$ cat src/rtl/spi_chan_seq.sv
// Multi-channel SPI transaction sequencer: round-robin arbitration of N_CH clients
// onto one mode-0 SPI bus with per-channel chip selects and a shared D/C line.
module spi_chan_seq #(
    parameter int N_CH      = 3,
    parameter int MAX_BYTES = 4,
    parameter int CLK_DIV   = 4,
    parameter int CS_GAP    = 2,
    localparam int LW       = $clog2(MAX_BYTES + 1)
) (
    input  logic                       sys_clk_pin,
    input  logic                       rst_pin,
    input  logic [N_CH-1:0]            req,
    input  logic [N_CH*LW-1:0]         tx_cnt,
    input  logic [N_CH*LW-1:0]         rx_cnt,
    input  logic [N_CH*MAX_BYTES*8-1:0] tx_data,
    input  logic [N_CH-1:0]            dc_in,
    output logic [N_CH-1:0]            grant,
    output logic [N_CH-1:0]            done,
    output logic [MAX_BYTES*8-1:0]     rx_data,
    output logic                       busy,
    output logic                       spi_sck,
    output logic                       spi_mosi,
    input  logic                       spi_miso,
    output logic [N_CH-1:0]            spi_cs_n,
    output logic                       spi_dc
);

    localparam int CW   = (N_CH > 1) ? $clog2(N_CH) : 1;
    localparam int DW   = MAX_BYTES * 8;
    localparam int BW   = $clog2(DW + 1);
    localparam int HALF = CLK_DIV / 2;
    localparam int CMAX = (CS_GAP > CLK_DIV) ? CS_GAP : CLK_DIV;
    localparam int NW   = $clog2(CMAX + 1);

    typedef enum logic [2:0] {IDLE, SETUP, SHIFT, HOLD, GAP} state_t;

    state_t          state_q, state_d;
    logic [CW-1:0]   ptr_q, win_c;
    logic [N_CH-1:0] rot_c;
    logic            any_req;
    int              pos_c;
    int              t_c, r_c;
    logic            zero_c;
    logic [DW-1:0]   tx_sel_c;
    logic            dc_sel_c;

    logic [NW-1:0]   cnt_q;
    logic [BW-1:0]   bit_q, tx_bits_q, tot_bits_q, rx_pos;
    logic [DW-1:0]   tx_sr_q;
    logic            dc_q;
    logic [N_CH-1:0] grant_q, done_q;
    logic [DW-1:0]   rx_data_q;
    logic            gap_last, div_last, div_half, cs_act;

    // Rotating the request vector by the pointer turns round-robin into first-set-bit.
    assign rot_c = N_CH'({req, req} >> ptr_q);

    always_comb begin
        any_req = 1'b0;
        win_c   = '0;
        pos_c   = 0;
        for (int i = 0; i < N_CH; i++) begin
            pos_c = int'(ptr_q) + i;
            if (pos_c >= N_CH) pos_c = pos_c - N_CH;
            if (!any_req && rot_c[i]) begin
                any_req = 1'b1;
                win_c   = CW'(pos_c);
            end
        end
    end

    // Winner's counts (saturated) and payload, byte 0 placed at the top for MSB-first shifting.
    always_comb begin
        t_c      = 0;
        r_c      = 0;
        tx_sel_c = '0;
        dc_sel_c = 1'b0;
        for (int i = 0; i < N_CH; i++) begin
            if (win_c == CW'(i)) begin
                t_c      = int'(tx_cnt[i*LW +: LW]);
                r_c      = int'(rx_cnt[i*LW +: LW]);
                dc_sel_c = dc_in[i];
                for (int k = 0; k < MAX_BYTES; k++)
                    tx_sel_c[(MAX_BYTES-1-k)*8 +: 8] = tx_data[(i*MAX_BYTES+k)*8 +: 8];
            end
        end
        if (t_c > MAX_BYTES) t_c = MAX_BYTES;
        if (r_c > MAX_BYTES - t_c) r_c = MAX_BYTES - t_c;
        zero_c = (t_c + r_c) == 0;
    end

    assign gap_last = cnt_q == NW'(CS_GAP - 1);
    assign div_last = cnt_q == NW'(CLK_DIV - 1);
    assign div_half = cnt_q == NW'(HALF - 1);
    assign rx_pos   = bit_q - tx_bits_q;

    always_ff @(posedge sys_clk_pin or posedge rst_pin) begin
        if (rst_pin) state_q <= IDLE;
        else         state_q <= state_d;
    end

    always_comb begin
        state_d = state_q;
        case (state_q)
            IDLE:    if (any_req) state_d = zero_c ? GAP : SETUP;
            SETUP:   if (gap_last) state_d = SHIFT;
            SHIFT:   if (div_last && bit_q == tot_bits_q) state_d = HOLD;
            HOLD:    if (gap_last) state_d = GAP;
            GAP:     if (gap_last) state_d = IDLE;
            default: state_d = IDLE;
        endcase
    end

    always_ff @(posedge sys_clk_pin or posedge rst_pin) begin
        if (rst_pin) begin
            cnt_q      <= '0;
            ptr_q      <= '0;
            bit_q      <= '0;
            tx_bits_q  <= '0;
            tot_bits_q <= '0;
            tx_sr_q    <= '0;
            dc_q       <= 1'b0;
            grant_q    <= '0;
            done_q     <= '0;
            rx_data_q  <= '0;
        end else begin
            done_q <= '0;
            if (state_q == IDLE || state_d != state_q || (state_q == SHIFT && div_last))
                cnt_q <= '0;
            else
                cnt_q <= cnt_q + 1'b1;
            case (state_q)
                IDLE: if (any_req) begin
                    grant_q    <= N_CH'(1) << win_c;
                    ptr_q      <= (win_c == CW'(N_CH - 1)) ? '0 : win_c + 1'b1;
                    tx_sr_q    <= tx_sel_c;
                    dc_q       <= dc_sel_c;
                    tx_bits_q  <= BW'(8 * t_c);
                    tot_bits_q <= BW'(8 * (t_c + r_c));
                    bit_q      <= '0;
                    rx_data_q  <= '0;
                    if (zero_c) done_q <= N_CH'(1) << win_c;
                end
                SHIFT: begin
                    // MISO is taken on the first high cycle; only rx-phase bits are kept.
                    if (cnt_q == NW'(0) && bit_q >= tx_bits_q) begin
                        for (int k = 0; k < DW; k++)
                            if (rx_pos == BW'(k)) rx_data_q[k ^ 7] <= spi_miso;
                    end
                    if (div_half) begin
                        bit_q   <= bit_q + 1'b1;
                        tx_sr_q <= tx_sr_q << 1;
                    end
                end
                HOLD: if (gap_last) done_q <= grant_q;
                GAP:  if (done_q != '0) grant_q <= '0;
                default: ;
            endcase
        end
    end

    assign cs_act   = (state_q == SETUP) || (state_q == SHIFT) || (state_q == HOLD);
    assign busy     = state_q != IDLE;
    assign grant    = grant_q;
    assign done     = done_q;
    assign rx_data  = rx_data_q;
    assign spi_cs_n = cs_act ? ~grant_q : '1;
    assign spi_sck  = (state_q == SHIFT) && (cnt_q < NW'(HALF));
    assign spi_dc   = cs_act && dc_q;
    assign spi_mosi = (state_q == SETUP || state_q == SHIFT) && (bit_q < tx_bits_q) && tx_sr_q[DW-1];

endmodule

$ cat config.mk
export PLATFORM = sky130hd
export DESIGN_NAME = spi_chan_seq
export DESIGN_NICKNAME = d
export VERILOG_FILES = /design/src/rtl/spi_chan_seq.sv
export SDC_FILE = /design/constraint.sdc
export NUM_CORES = 1
export LEC_CHECK = 0
export CAP_MARGIN = 10
export CORE_UTILIZATION = 35
export CTS_CLUSTER_DIAMETER = 80
export DETAILED_ROUTE_END_ITERATION = 12
export HOLD_SLACK_MARGIN = 0.02
export PLACE_DENSITY_LB_ADDON = 0.3
export SLEW_MARGIN = 30
export SYNTH_ARGS = -nofsm -noshare
export SYNTH_HDL_FRONTEND = slang
export SYNTH_SLANG_ARGS = --single-unit
export TNS_END_PERCENT = 50
$ cat constraint.sdc
create_clock -name sys_clk_pin -period 4.8 [get_ports sys_clk_pin]
set_input_delay 0.96 -clock sys_clk_pin [delete_from_list [all_inputs] [get_ports sys_clk_pin]]
set_output_delay 0.96 -clock sys_clk_pin [all_outputs]
set_load 0.05 [all_outputs]
# Word level (Yosys, flattened, before mapping)
# Index checks and enable logic that the tools add are counted.
[totals] register_bits=91 latchBits=0 mem_bits_rw=0 romBits=0 elab_cells=281 mem_count=0
[op_classes] add_sub_neg=11 multipliers=0 div=0 order_cmp=8 n_eq_ne=77 shift=2 n_mux=81 n_bitwise=1 reduce_logical=59
[ops] operator="32-bit two-way mux" n=13
[ops] operator="32-bit one-hot mux with 2 select lines" n=2
[ops] operator="4-bit AND reduction" n=32
[ops] operator="6-bit by 5-bit == test with 1-bit output (second input constant)" n=16
[ops] operator="2-bit inequality test (second input constant)" n=36
[ops] operator="6-bit by 4-bit == test with 1-bit output (second input constant)" n=8
[ops] operator="3-bit two-way mux" n=15
[ops] operator="1-bit two-way mux" n=38
[ops] operator="32-bit adder" n=1
[ops] operator="32-bit > comparator" n=1
[ops] operator="32-bit by 4-bit > comparator with 1-bit output (second input constant)" n=1
[ops] operator="32-bit logical NOT" n=1
[ops] operator="4-bit by 32-bit subtractor with 32-bit output (first input constant)" n=1
[ops] operator="6-bit by 3-bit == test with 1-bit output (second input constant)" n=4
[ops] operator="3-bit one-hot mux with 5 select lines" n=1
[ops] operator="2-bit two-way mux" n=7
[ops] operator="6-bit by 2-bit == test with 1-bit output (second input constant)" n=2
[ops] operator="6-bit two-way mux" n=2
[ops] operator="3-bit one-hot mux with 2 select lines" n=2
[ops] operator="6-bit one-hot mux with 2 select lines" n=1
[ops] operator="3-bit by 2-bit == test with 1-bit output (second input constant)" n=3
[ops] operator="1-bit logical AND" n=9
[ops] operator="6-bit by 1-bit adder with 6-bit output (second input constant)" n=1
[ops] operator="3-bit by 1-bit == test with 1-bit output (second input constant)" n=2
[ops] operator="other kinds (29)" n=40

# Longest topological paths before layout
# Gate-level depths: netlist (run 1).
[depth] ltp_word=26 mapped_depth=27 depth_no_buf=25

# Worst setup path after synthesis (run 1)
# Ideal clock, no wire load.
[synth_path] path_type="input port to flip-flop" startpoint="input port req[2]" endpoint="register state_q[2]" setup_time_ns=0.126 arrival_ns=5.656 t_required_ns=4.674 slack_ns=-0.983 cell_stages=23 path_cell_list="buf_2 > or3b_1 > a211o_1 > a21boi_2 > nor4b_1 > or2_1 > a22oi_1 > ha_1 > inv_1 > ha_1 > ha_1 > o21a_1 > o21ai_1 > a31oi_1 > a221oi_2 > ha_1 > inv_1 > fa_1 > nor2b_1 > a31oi_1 > nor4b_1 > and2_1 > a311o_1"
[synth_between] elab_chain_len=22
[synth_lines] item="start: declaration" line="12" source="input logic [N_CH-1:0] req,"
[synth_lines] item="6-bit by 2-bit >> shifter with 3-bit output (*)" line="56" source="assign rot_c = N_CH'({req, req} >> ptr_q);"
[synth_lines] item="1-bit two-way mux" line="65" source="if (!any_req && rot_c[i]) begin"
[synth_lines] item="1-bit logical NOT" line="65"
[synth_lines] item="1-bit logical AND" line="65"
[synth_lines] item="1-bit two-way mux" line="65"
[synth_lines] item="1-bit logical NOT" line="65"
[synth_lines] item="1-bit logical AND" line="65"
[synth_lines] item="2-bit two-way mux" line="65"
[synth_lines] item="[... 7 more ...]"
[synth_lines] item="32-bit > comparator" line="88" source="if (r_c > MAX_BYTES - t_c) r_c = MAX_BYTES - t_c;"
[synth_lines] item="32-bit two-way mux" line="88"
[synth_lines] item="32-bit adder"
[synth_lines] item="32-bit logical NOT" line="89" source="zero_c = (t_c + r_c) == 0;"
[synth_lines] item="3-bit two-way mux" line="105" source="IDLE: if (any_req) state_d = zero_c ? GAP : SETUP;"
[synth_lines] item="3-bit two-way mux (*)" line="105"
[synth_lines] item="3-bit one-hot mux with 5 select lines (*)" line="104" source="case (state_q)"
[synth_lines] item="net state_d[2]" line="37" source="state_t state_q, state_d;"
[synth_lines] item="end signal: assignment" line="99" source="else state_q <= state_d;"
[synth_lines] item="end: declaration" line="37"
# The timed path passes the listed nets; every way through them passes the cells marked *.
# A chain may end at the register's enable or synchronous reset.

# Worst setup path after layout (run 1)
[layout_path] startpoint="input port req[2]" endpoint="register tx_bits_q[4]"
[layout_between] elab_chain_len=14
[layout_lines] item="6-bit by 2-bit >> shifter with 3-bit output (*)" line="56"
[layout_lines] item="1-bit two-way mux" line="65"
[layout_lines] item="1-bit logical NOT" line="65"
[layout_lines] item="1-bit logical AND" line="65"
[layout_lines] item="1-bit two-way mux" line="65"
[layout_lines] item="1-bit logical NOT" line="65"
[layout_lines] item="1-bit logical AND" line="65"
[layout_lines] item="2-bit two-way mux" line="65"
[layout_lines] item="2-bit logical NOT" line="79" source="if (win_c == CW'(i)) begin"
[layout_lines] item="3-bit two-way mux" line="79"
[layout_lines] item="32-bit two-way mux (2 in a row)" line="79"
[layout_lines] item="32-bit by 4-bit > comparator with 1-bit output" line="87" source="if (t_c > MAX_BYTES) t_c = MAX_BYTES;"
[layout_lines] item="32-bit two-way mux" line="87"
[layout_lines] item="end signal: assignment" line="138" source="tx_bits_q <= BW'(8 * t_c);"
[layout_lines] item="end: declaration" line="48" source="logic [BW-1:0] bit_q, tx_bits_q, tot_bits_q, rx_pos;"
# Every way passes the cells marked *; elsewhere a longest branch is shown, timed or not.

==> results of run 1 <==
-- registers in the layout (all words and copies together) (netlist names) --
name / count
bit_q: 6
ptr_q: 2
grant: 3
cnt_q: 3
dc_q: 1
done: 3
tot_bits_q: 3
state_q: 3
tx_bits_q: 3
rx_data: 32
tx_sr_q: 32
-- report_power, final --
group	internal, mW	leakage (nW)	total [mW]	switching (mW)
Clock	0.367	0.136	0.681	0.313
Combinational	3.03	2.91	6.57	3.54
Sequential	1.01	1.16	1.17	0.159
Total	4.41	4.21	8.42	4.01
-- cells in the final DEF (no fill, tap or decap), drive strengths merged, types with 5 or more instances in the layout --
cell / count
clkdlybuf4s50: 164
buf: 144
o21ai: 139
nand2: 102
dfrtp: 91
a21oi: 68
mux2i: 39
a41oi: 32
nand3b: 31
nor2: 30
inv: 27
ha: 23
nor3: 11
clkbuf: 11
nor2b: 8
nand3: 8
nand2b: 7
xnor2: 7
nand4: 6
a31oi: 6
nor4b: 6
a22o: 5
xor2: 5
a311oi: 5
or2: 5
-- critical path: cells and delay by family --
family	cells	cell delay [ns]
buffers and inverters	28	3.37
AO/OA/AOI/OAI	4	0.80
AND/OR/NAND/NOR	2	0.45
-- cell type report --
cell class	instances	area, um^2
clock buffer	11	243
multi-input combinational	590	4050
fill	1634	8110
sequential	91	2280
clock inverter	5	35.0
tap	229	287
inverter	26	104
timing repair buffer	308	2790
-- through the flow --
stage	power, mW	utilization	setup TNS [ns]	cells
floorplan	5.00	-	-3.36	760
global placement	6.48	0.490	-9.09	1180
detailed placement	6.57	0.490	-10.0	1180
CTS	7.76	0.540	-2.60	1258
global route	9.06	0.547	-4.38	1260
finish	8.42	0.547	-3.22	1260
-- cells by family (layout without fill, tap and decap cells) --
kind of cell             after synthesis  in the layout
AO/OA/AOI/OAI                        284            284
AND/OR/NAND/NOR                      229            229
flip-flops                            91             91
buffers and inverters                 79            350
multiplexers                          40             40
adder cells (fa/ha/maj)               25             25
XOR/XNOR                              12             12
-- metal layers --
metal / vias up / track usage / part of all wire
met5: - / 0 / 0
met4: 0 / 0.0965 / 0.036
met3: 66 / 0.0556 / 0.058
met2: 265 / 0.393 / 0.49
met1: 3257 / 0.279 / 0.41
li1: 3325 / - / -
-- worst paths after layout --
check | start | endpoint | slack, ns | depth (start not counted)
min in group asynchronous | rst_pin | tx_sr_q[25]$_DFFE_PP0P_ | 1.01 | 3
max in group asynchronous | rst_pin | dc_q$_DFFE_PP0P_ | 3.14 | 3
worst max-delay path | req[2] | tx_bits_q[4]$_DFFE_PP0P_ | -0.55 | 34
worst min-delay path | cnt_q[0]$_DFF_PP0_ | cnt_q[0]$_DFF_PP0_ | 0.50 | 1
worst min register to register | cnt_q[0]$_DFF_PP0_ | cnt_q[0]$_DFF_PP0_ | 0.50 | 1
worst max register to register | ptr_q[1]$_DFFE_PP0P_ | done[0]$_DFF_PP0_ | -0.42 | 24
-- timing repair --
| action | in CTS | in global routing |
|---|---|---|
| gates resized for setup | 55 | 19 |
| setup buffers | 63 | 4 |
| hold endpoints to repair | 0 | 0 |
| setup endpoints to repair | 8 | 8 |
| pin swaps | 38 | 19 |
| hold buffers | 0 | 0 |
==> impl_results.rst, run 1 <==
.. list-table::
   :header-rows: 1

   * - Metric
     - Value
   * - Inserted Diodes
     - 0
   * - Critical path class
     - primary input to flip-flop
   * - Dpl ws
     - -1.56 ns
   * - Tcrit/Tclk final
     - 1.12
   * - Nature of the critical path startpoint
     - primary input
   * - Post-synthesis share of cell area spent on and, or, nand and nor gates
     - 0.182
   * - Class of the tightest hold or removal check
     - flip-flop to flip-flop
   * - Remaining antenna violation count after routing
     - 0
   * - Worst Tran Pin Value
     - approximately 0.84 ns
   * - Fraction of synthesized cell area in xor and xnor cells
     - 0.0165
   * - Worst setup skew after layout
     - approximately 0.0056 ns
   * - Stage delay of the slowest cell on the critical path
     - ~0.37 ns
   * - Total gr overflow
     - 0
   * - Y dimension of the die
     - around 140 um
   * - Fraction of synthesis flops using an asynchronous set or reset pin
     - 1.00
   * - Synthesized area divided by synthesized cell count
     - between 8 and 9 um^2
   * - Final Hold Violating Endpoints
     - 0
   * - CTS H-tree lvls
     - 3
   * - Failing checks
     - setup timing
   * - Commonest cells post-synth
     - sky130_fd_sc_hd__o21ai_0 (106), sky130_fd_sc_hd__nand2_1 (101), sky130_fd_sc_hd__dfrtp_1 (91)
   * - Final Critical Period
     - between 5 and 6 ns
   * - First-iteration detailed-routing DRC count
     - between 400 and 500
   * - Number of vias per cell
     - ~5.5
   * - Register area share after synthesis
     - 0.356
   * - Number of synthesized flops with an enable pin
     - 0
   * - DRC Markers
     - 0
   * - Vias
     - slightly below 7k
   * - Cell row count
     - just under 50
   * - Worst IR drop on VDD
     - roughly 0.63 mV
   * - Area delta synth->final
     - 53.2%
   * - Via count of the first global-routing pass
     - about 6.7k
   * - Main combinational cell family by area after synthesis
     - compound AO/OA/AOI/OAI gates
   * - Distinct cell type count after synthesis
     - 61
   * - Net total in the final layout
     - 1174
   * - Result of the run
     - finished, violations left
   * - Sort of element at the end of the critical path
     - flip-flop
   * - Detailed-placement wirelength estimate
     - 13600 um
   * - Post-synth top area share
     - 0.356
   * - Total of flip-flops plus latches after synthesis
     - 91
   * - Most common cell in the synthesized netlist
     - sky130_fd_sc_hd__o21ai_0
   * - Routed wire per std cell
     - roughly 17 um
   * - Global-route wire length before repair
     - approximately 34000 um
   * - Placeable Area
     - 0.0179 mm^2
   * - Crit path top cell by count
     - sky130_fd_sc_hd__buf_4
   * - Synthesized net count
     - between 900 and 1k
   * - Number of placed I/O pins
     - around 170
   * - Top fanout value on the critical path
     - 7
   * - Root buf cell
     - sky130_fd_sc_hd__clkbuf_16
   * - Weighted congestion reported at the end of routability-driven placement
     - 0.871
   * - Arrival time at the worst endpoint
     - approximately 5.6 ns
   * - Min setup slack post-route
     - -0.554 ns
   * - Final cell area excluding filler cells
     - 0.00979 mm^2
   * - Number of buffers inserted by port buffering
     - between 150 and 200
   * - Initial core utilization
     - 0.357
   * - Ratio of total power to cell area
     - 860 mW/mm^2
   * - Final Hold Slack
     - between 0.4 and 0.5 ns
   * - Count of yosys warnings during synthesis
     - 0
   * - Cell area after placement
     - 0.00877 mm^2
   * - Number of setup violations in the final report
     - 8
   * - Number of detailed-routing iterations run before antenna repair
     - 7
   * - Unrepaired setup endpoints after global routing
     - yes
   * - Worst-case headroom to the max-slew limit
     - 0.436
   * - Number of clock buffers inserted by TritonCTS
     - 9
   * - Multiplexer share of the synthesized area
     - 0.0629
   * - Required @ worst endpoint
     - ~5 ns
   * - Largest buffer count on any clock path
     - 2
   * - Gate count after technology mapping
     - 760
   * - Slowest CP cell
     - sky130_fd_sc_hd__or3b_1
   * - Share of layout cells above drive strength 1
     - 0.210
   * - Clock input transition at the sequential cells of the worst setup and hold paths
     - 0.07 ns
   * - Leakage
     - about 4.2 nW
   * - Synth Flop Type
     - sky130_fd_sc_hd__dfrtp_1
   * - Top achievable clock speed
     - approximately 190 MHz
   * - Cell types occupying the most area after synthesis
     - sky130_fd_sc_hd__dfrtp_1 (36%), sky130_fd_sc_hd__o21ai_0 (8.3%), sky130_fd_sc_hd__mux2i_1 (6.1%), sky130_fd_sc_hd__nand2_1 (5.9%), sky130_fd_sc_hd__a21oi_1 (5.3%)
   * - Adder-cell share of the synthesized area
     - 0.0513
   * - Clock latency at the later pin of the worst-skew pair
     - between 0.3 and 0.4 ns
   * - Final routed wirelength across all metal layers
     - 21300 um
   * - Full die area
     - about 0.019 mm^2
   * - Count of final max-slew check failures
     - 0
   * - Floorplan die width
     - between 100 and 150 um
   * - Overall Global Routing Usage
     - 0.232
   * - Post-Syn Area
     - around 0.0064 mm^2
   * - Count of max-cap constraint violations
     - 0
   * - Clk sinks
     - between 90 and 100
   * - Library cell with the largest summed area after synthesis
     - sky130_fd_sc_hd__dfrtp_1
   * - Maximum number of pins on one net before global-route repair
     - 65
   * - Synthesized-area fraction occupied by ao, oa, aoi and oai cells
     - 0.272
   * - Initial antenna violation count
     - 0
   * - CTS tree
     - yes
No activity file was read; power rests on OpenSTA's default activity.
==> run 2, diff against run 1 <==
--- a/config.mk
+++ b/config.mk
@@ -12,3 +12,3 @@
 export HOLD_SLACK_MARGIN = 0.02
-export PLACE_DENSITY_LB_ADDON = 0.3
+export PLACE_DENSITY = 0.63
 export SLEW_MARGIN = 30
==> constraint.sdc (replaced) <==
create_clock -name sys_clk_pin -period 4.8 [get_ports sys_clk_pin]
set_input_delay 1.2 -clock sys_clk_pin [delete_from_list [all_inputs] [get_ports sys_clk_pin]]
set_output_delay 1.2 -clock sys_clk_pin [all_outputs]
set_load 0.05 [all_outputs]
==> run 2 against run 1 <==
Effect of this change:
- the flow still finishes with violations (setup timing)
- global-route usage shrank 1.1 points
- largest power group unchanged
- first-iteration DRC count shrank 14%
- critical path depth shrank 9
- clock skew shrank 0.00058 ns
==> impl_results.rst, run 2 (same netlist as run 1, synthesis figures left out) <==
.. list-table::
   :header-rows: 1

   * - Metric
     - Value
   * - Sort of element at the end of the critical path
     - flip-flop
   * - Post-cts hold buffer count
     - 0 (unchanged)
   * - DRC Markers
     - 0 (unchanged)
   * - Worst Tran Pin Value
     - 0.789 ns (-0.0512 ns)
   * - First-iteration detailed-routing DRC count
     - 375 (-14%)
   * - Worst-case headroom to the max-slew limit
     - 0.470 (+0.0339)
   * - Via count of the first global-routing pass
     - 6346 (-4.7%)
   * - Nature of the critical path startpoint
     - primary input
   * - Bufs and invs on worst path
     - 5 (-82%)
   * - Number of vias per cell
     - 5.46 (-0.54%)
   * - Clock input transition at the sequential cells of the worst setup and hold paths
     - 0.07 ns (about the same)
   * - Most used cells in the layout excluding fill and tap cells
     - sky130_fd_sc_hd__clkdlybuf4s50_1 (164), sky130_fd_sc_hd__o21ai_0 (104), sky130_fd_sc_hd__nand2_1 (100), sky130_fd_sc_hd__dfrtp_1 (91), sky130_fd_sc_hd__buf_4 (80)
   * - Initial core utilization
     - 0.357 (unchanged)
   * - Final Hold Slack
     - 0.496 ns (-0.000320 ns)
   * - Combinational Power Share
     - 0.759 (-0.021)
   * - Clk sinks
     - 91 (unchanged)
   * - Number of standard cells in the final layout excluding fillers
     - 1204 (-4.4%)
   * - Switching part of the total power
     - 0.471 (-0.00555)
   * - Class of the tightest hold or removal check
     - flip-flop to flip-flop
   * - Min setup slack post-route
     - -0.818 ns (-0.264 ns)
   * - Ratio of total power to cell area
     - 855 mW/mm^2 (-0.64%)
   * - Area delta synth->final
     - 47.3%
   * - Number of setup violations in the final report
     - 7 (-1)
   * - Leakage
     - 3.93 nW (-6.6%)
   * - Count of max-cap constraint violations
     - 0 (unchanged)
   * - Arrival time at the worst endpoint
     - 5.85 ns (+0.27 ns)
   * - Y dimension of the die
     - 137 um (unchanged)
   * - Number of buffers inserted by port buffering
     - 167 (unchanged)
   * - Minimum setup slack among reg-to-reg paths
     - -0.45 ns (-0.03 ns)
   * - Cell row count
     - 49 (unchanged)
   * - Worst setup skew after layout
     - 0.00500 ns (-0.000582 ns)
   * - Inserted Diodes
     - 0 (unchanged)
   * - Number of placed I/O pins
     - 168 (unchanged)
   * - Top fanout value on the critical path
     - 4 (-3)
   * - Maximum number of pins on one net before global-route repair
     - 65 (unchanged)
   * - Placeable Area
     - 0.0179 mm^2 (unchanged)
   * - Number of detailed-routing iterations run before antenna repair
     - 5 (-2)
   * - Worst IR drop on VDD
     - 0.485 mV (-23%)
   * - Weighted congestion reported at the end of routability-driven placement
     - 0.842 (-3.3%)
   * - Net total in the final layout
     - 1119 (-4.7%)
   * - Tcrit/Tclk final
     - 1.17 (+0.0550)
   * - Routed wire per std cell
     - 16.6 um (-1.8%)
   * - Clock latency at the later pin of the worst-skew pair
     - 0.35 ns (about the same)
   * - Post-layout total power
     - 8.04 mW (-4.5%)
   * - CTS H-tree lvls
     - 3 (unchanged)
   * - Share of layout cells above drive strength 1
     - 0.165 (-0.0444)
   * - Fraction of power consumed by the clock network
     - 0.094 (+0.013)
   * - Full die area
     - 0.0188 mm^2 (unchanged)
   * - Failing checks
     - setup timing
   * - CTS tree
     - yes
   * - Final Hold Violating Endpoints
     - 0 (unchanged)
   * - Largest buffer count on any clock path
     - 2 (unchanged)
   * - Most frequent standard cell in the layout excluding fill and tap cells
     - sky130_fd_sc_hd__clkdlybuf4s50_1
   * - Critical path class
     - primary input to flip-flop
   * - Internal Power
     - 4.26 mW (-3.5%)
   * - Number of clock buffers inserted by TritonCTS
     - 9 (unchanged)
   * - Flop pwr share
     - 0.146 (+0.007)
   * - Root buf cell
     - sky130_fd_sc_hd__clkbuf_16
   * - Required @ worst endpoint
     - 5.04 ns (+0.02 ns)
   * - Overall Global Routing Usage
     - 0.221 (-0.0105)
   * - Stage delay of the slowest cell on the critical path
     - 0.38 ns (about the same)
   * - Vias
     - 6570 (-5.0%)
   * - Placed cell count
     - 1173 (-0.59%)
   * - Unrepaired setup endpoints after global routing
     - yes
   * - Detailed-placement wirelength estimate
     - 14000 um (+2.7%)
   * - Global-route wire length before repair
     - 32400 um (-4.1%)
   * - Final routed wirelength across all metal layers
     - 20000 um (-6.2%)
   * - Initial antenna violation count
     - 0 (unchanged)
   * - Slowest CP cell
     - sky130_fd_sc_hd__nor4b_4
   * - Count of final max-slew check failures
     - 0 (unchanged)
   * - Floorplan die width
     - 137 um (unchanged)
   * - Switching component of the power
     - 3.79 mW (-5.6%)
   * - Remaining antenna violation count after routing
     - 0 (unchanged)
   * - Top achievable clock speed
     - 178 MHz (-4.7%)
   * - Result of the run
     - finished, violations left
   * - Total gr overflow
     - 0 (unchanged)
   * - Final Critical Period
     - 5.62 ns (+0.264 ns)
   * - Cell class contributing the biggest share of worst-path delay
     - compound AO/OA/AOI/OAI gates
## run 2: metal layers
layer  wire (um)  global-route usage  vias to the layer above
met1        8920               0.288                     3135
met5           0                   0                        -
li1            -                   -                     3206
met2        9720               0.370                      208
met4         260              0.0604                        0
met3        1100              0.0452                       21
## run 2: what timing repair did
action	4_1_cts	5_1_grt
gates resized for setup	43	23
pin swaps	34	25
cloned	0	0
setup endpoints to repair	8	8
buffers inserted	13	4
## run 2: power groups by stage
stage	registers [mW]	clock network, mW	logic (mW)
2_1_floorplan	1.19	0	3.81
3_3_place_gp	1.18	0	5.36
3_5_place_dp	1.18	0	5.47
4_1_cts	1.17	0.775	5.87
5_1_grt	1.20	0.808	6.71
6_report	1.18	0.760	6.11
## run 2: final timing paths
kind | startpoint | to | depth (start not counted)
worst max register to register | ptr_q[1]$_DFFE_PP0P_ | state_q[2]$_DFF_PP0_ | 25
worst max-delay path | req[1] | state_q[2]$_DFF_PP0_ | 25
min in group asynchronous | rst_pin | tx_sr_q[25]$_DFFE_PP0P_ | 2
worst min-delay path | cnt_q[0]$_DFF_PP0_ | cnt_q[0]$_DFF_PP0_ | 1
max in group asynchronous | rst_pin | bit_q[3]$_DFFE_PP0P_ | 3
worst min register to register | cnt_q[0]$_DFF_PP0_ | cnt_q[0]$_DFF_PP0_ | 1
## run 2: metrics by stage
stage          worst slack [ns]  TNS (ns)   util  cell area [um^2]
2_1_floorplan            -0.952     -5.04      -              6510
3_3_place_gp              -1.61    -10.47  0.488              8740
3_5_place_dp              -1.77    -11.73  0.489              8750
4_1_cts                  -0.749     -3.89  0.518              9280
5_1_grt                  -0.969     -5.23  0.526              9410
6_report                 -0.818     -4.03  0.526              9410
## run 2: area by class of cell
type | count | area, um^2
Tap cell | 229 | 287
Fill cell | 1638 | 8490
Clock inverter | 4 | 76.3
Timing Repair Buffer | 253 | 2370
Clock buffer | 11 | 233
Sequential cell | 91 | 2280
Inverter | 26 | 108
Multi-Input combinational cell | 590 | 4060
## run 2: worst reg2reg max path, cell delays in order, from the launching register on
cell                       delay (ns)
sky130_fd_sc_hd__dfrtp_1         0.46
sky130_fd_sc_hd__buf_4           0.21
sky130_fd_sc_hd__nor3b_4         0.06
sky130_fd_sc_hd__a311o_1         0.35
sky130_fd_sc_hd__a32o_2          0.32
sky130_fd_sc_hd__nor4b_4         0.38
sky130_fd_sc_hd__nor3_2          0.10
sky130_fd_sc_hd__or2_4           0.25
sky130_fd_sc_hd__ha_4            0.27
sky130_fd_sc_hd__inv_2           0.04
sky130_fd_sc_hd__ha_4            0.27
sky130_fd_sc_hd__nor2b_4         0.12
sky130_fd_sc_hd__o21a_1          0.17
sky130_fd_sc_hd__o21ai_4         0.10
sky130_fd_sc_hd__buf_12          0.15
sky130_fd_sc_hd__inv_8           0.05
sky130_fd_sc_hd__nor2_4          0.04
sky130_fd_sc_hd__a221oi_2        0.31
sky130_fd_sc_hd__ha_2            0.24
sky130_fd_sc_hd__inv_2           0.04
sky130_fd_sc_hd__fa_2            0.35
sky130_fd_sc_hd__nor2b_1         0.14
sky130_fd_sc_hd__a31oi_1         0.17
sky130_fd_sc_hd__nor4b_2         0.08
sky130_fd_sc_hd__and2_4          0.17
sky130_fd_sc_hd__a311o_1         0.31
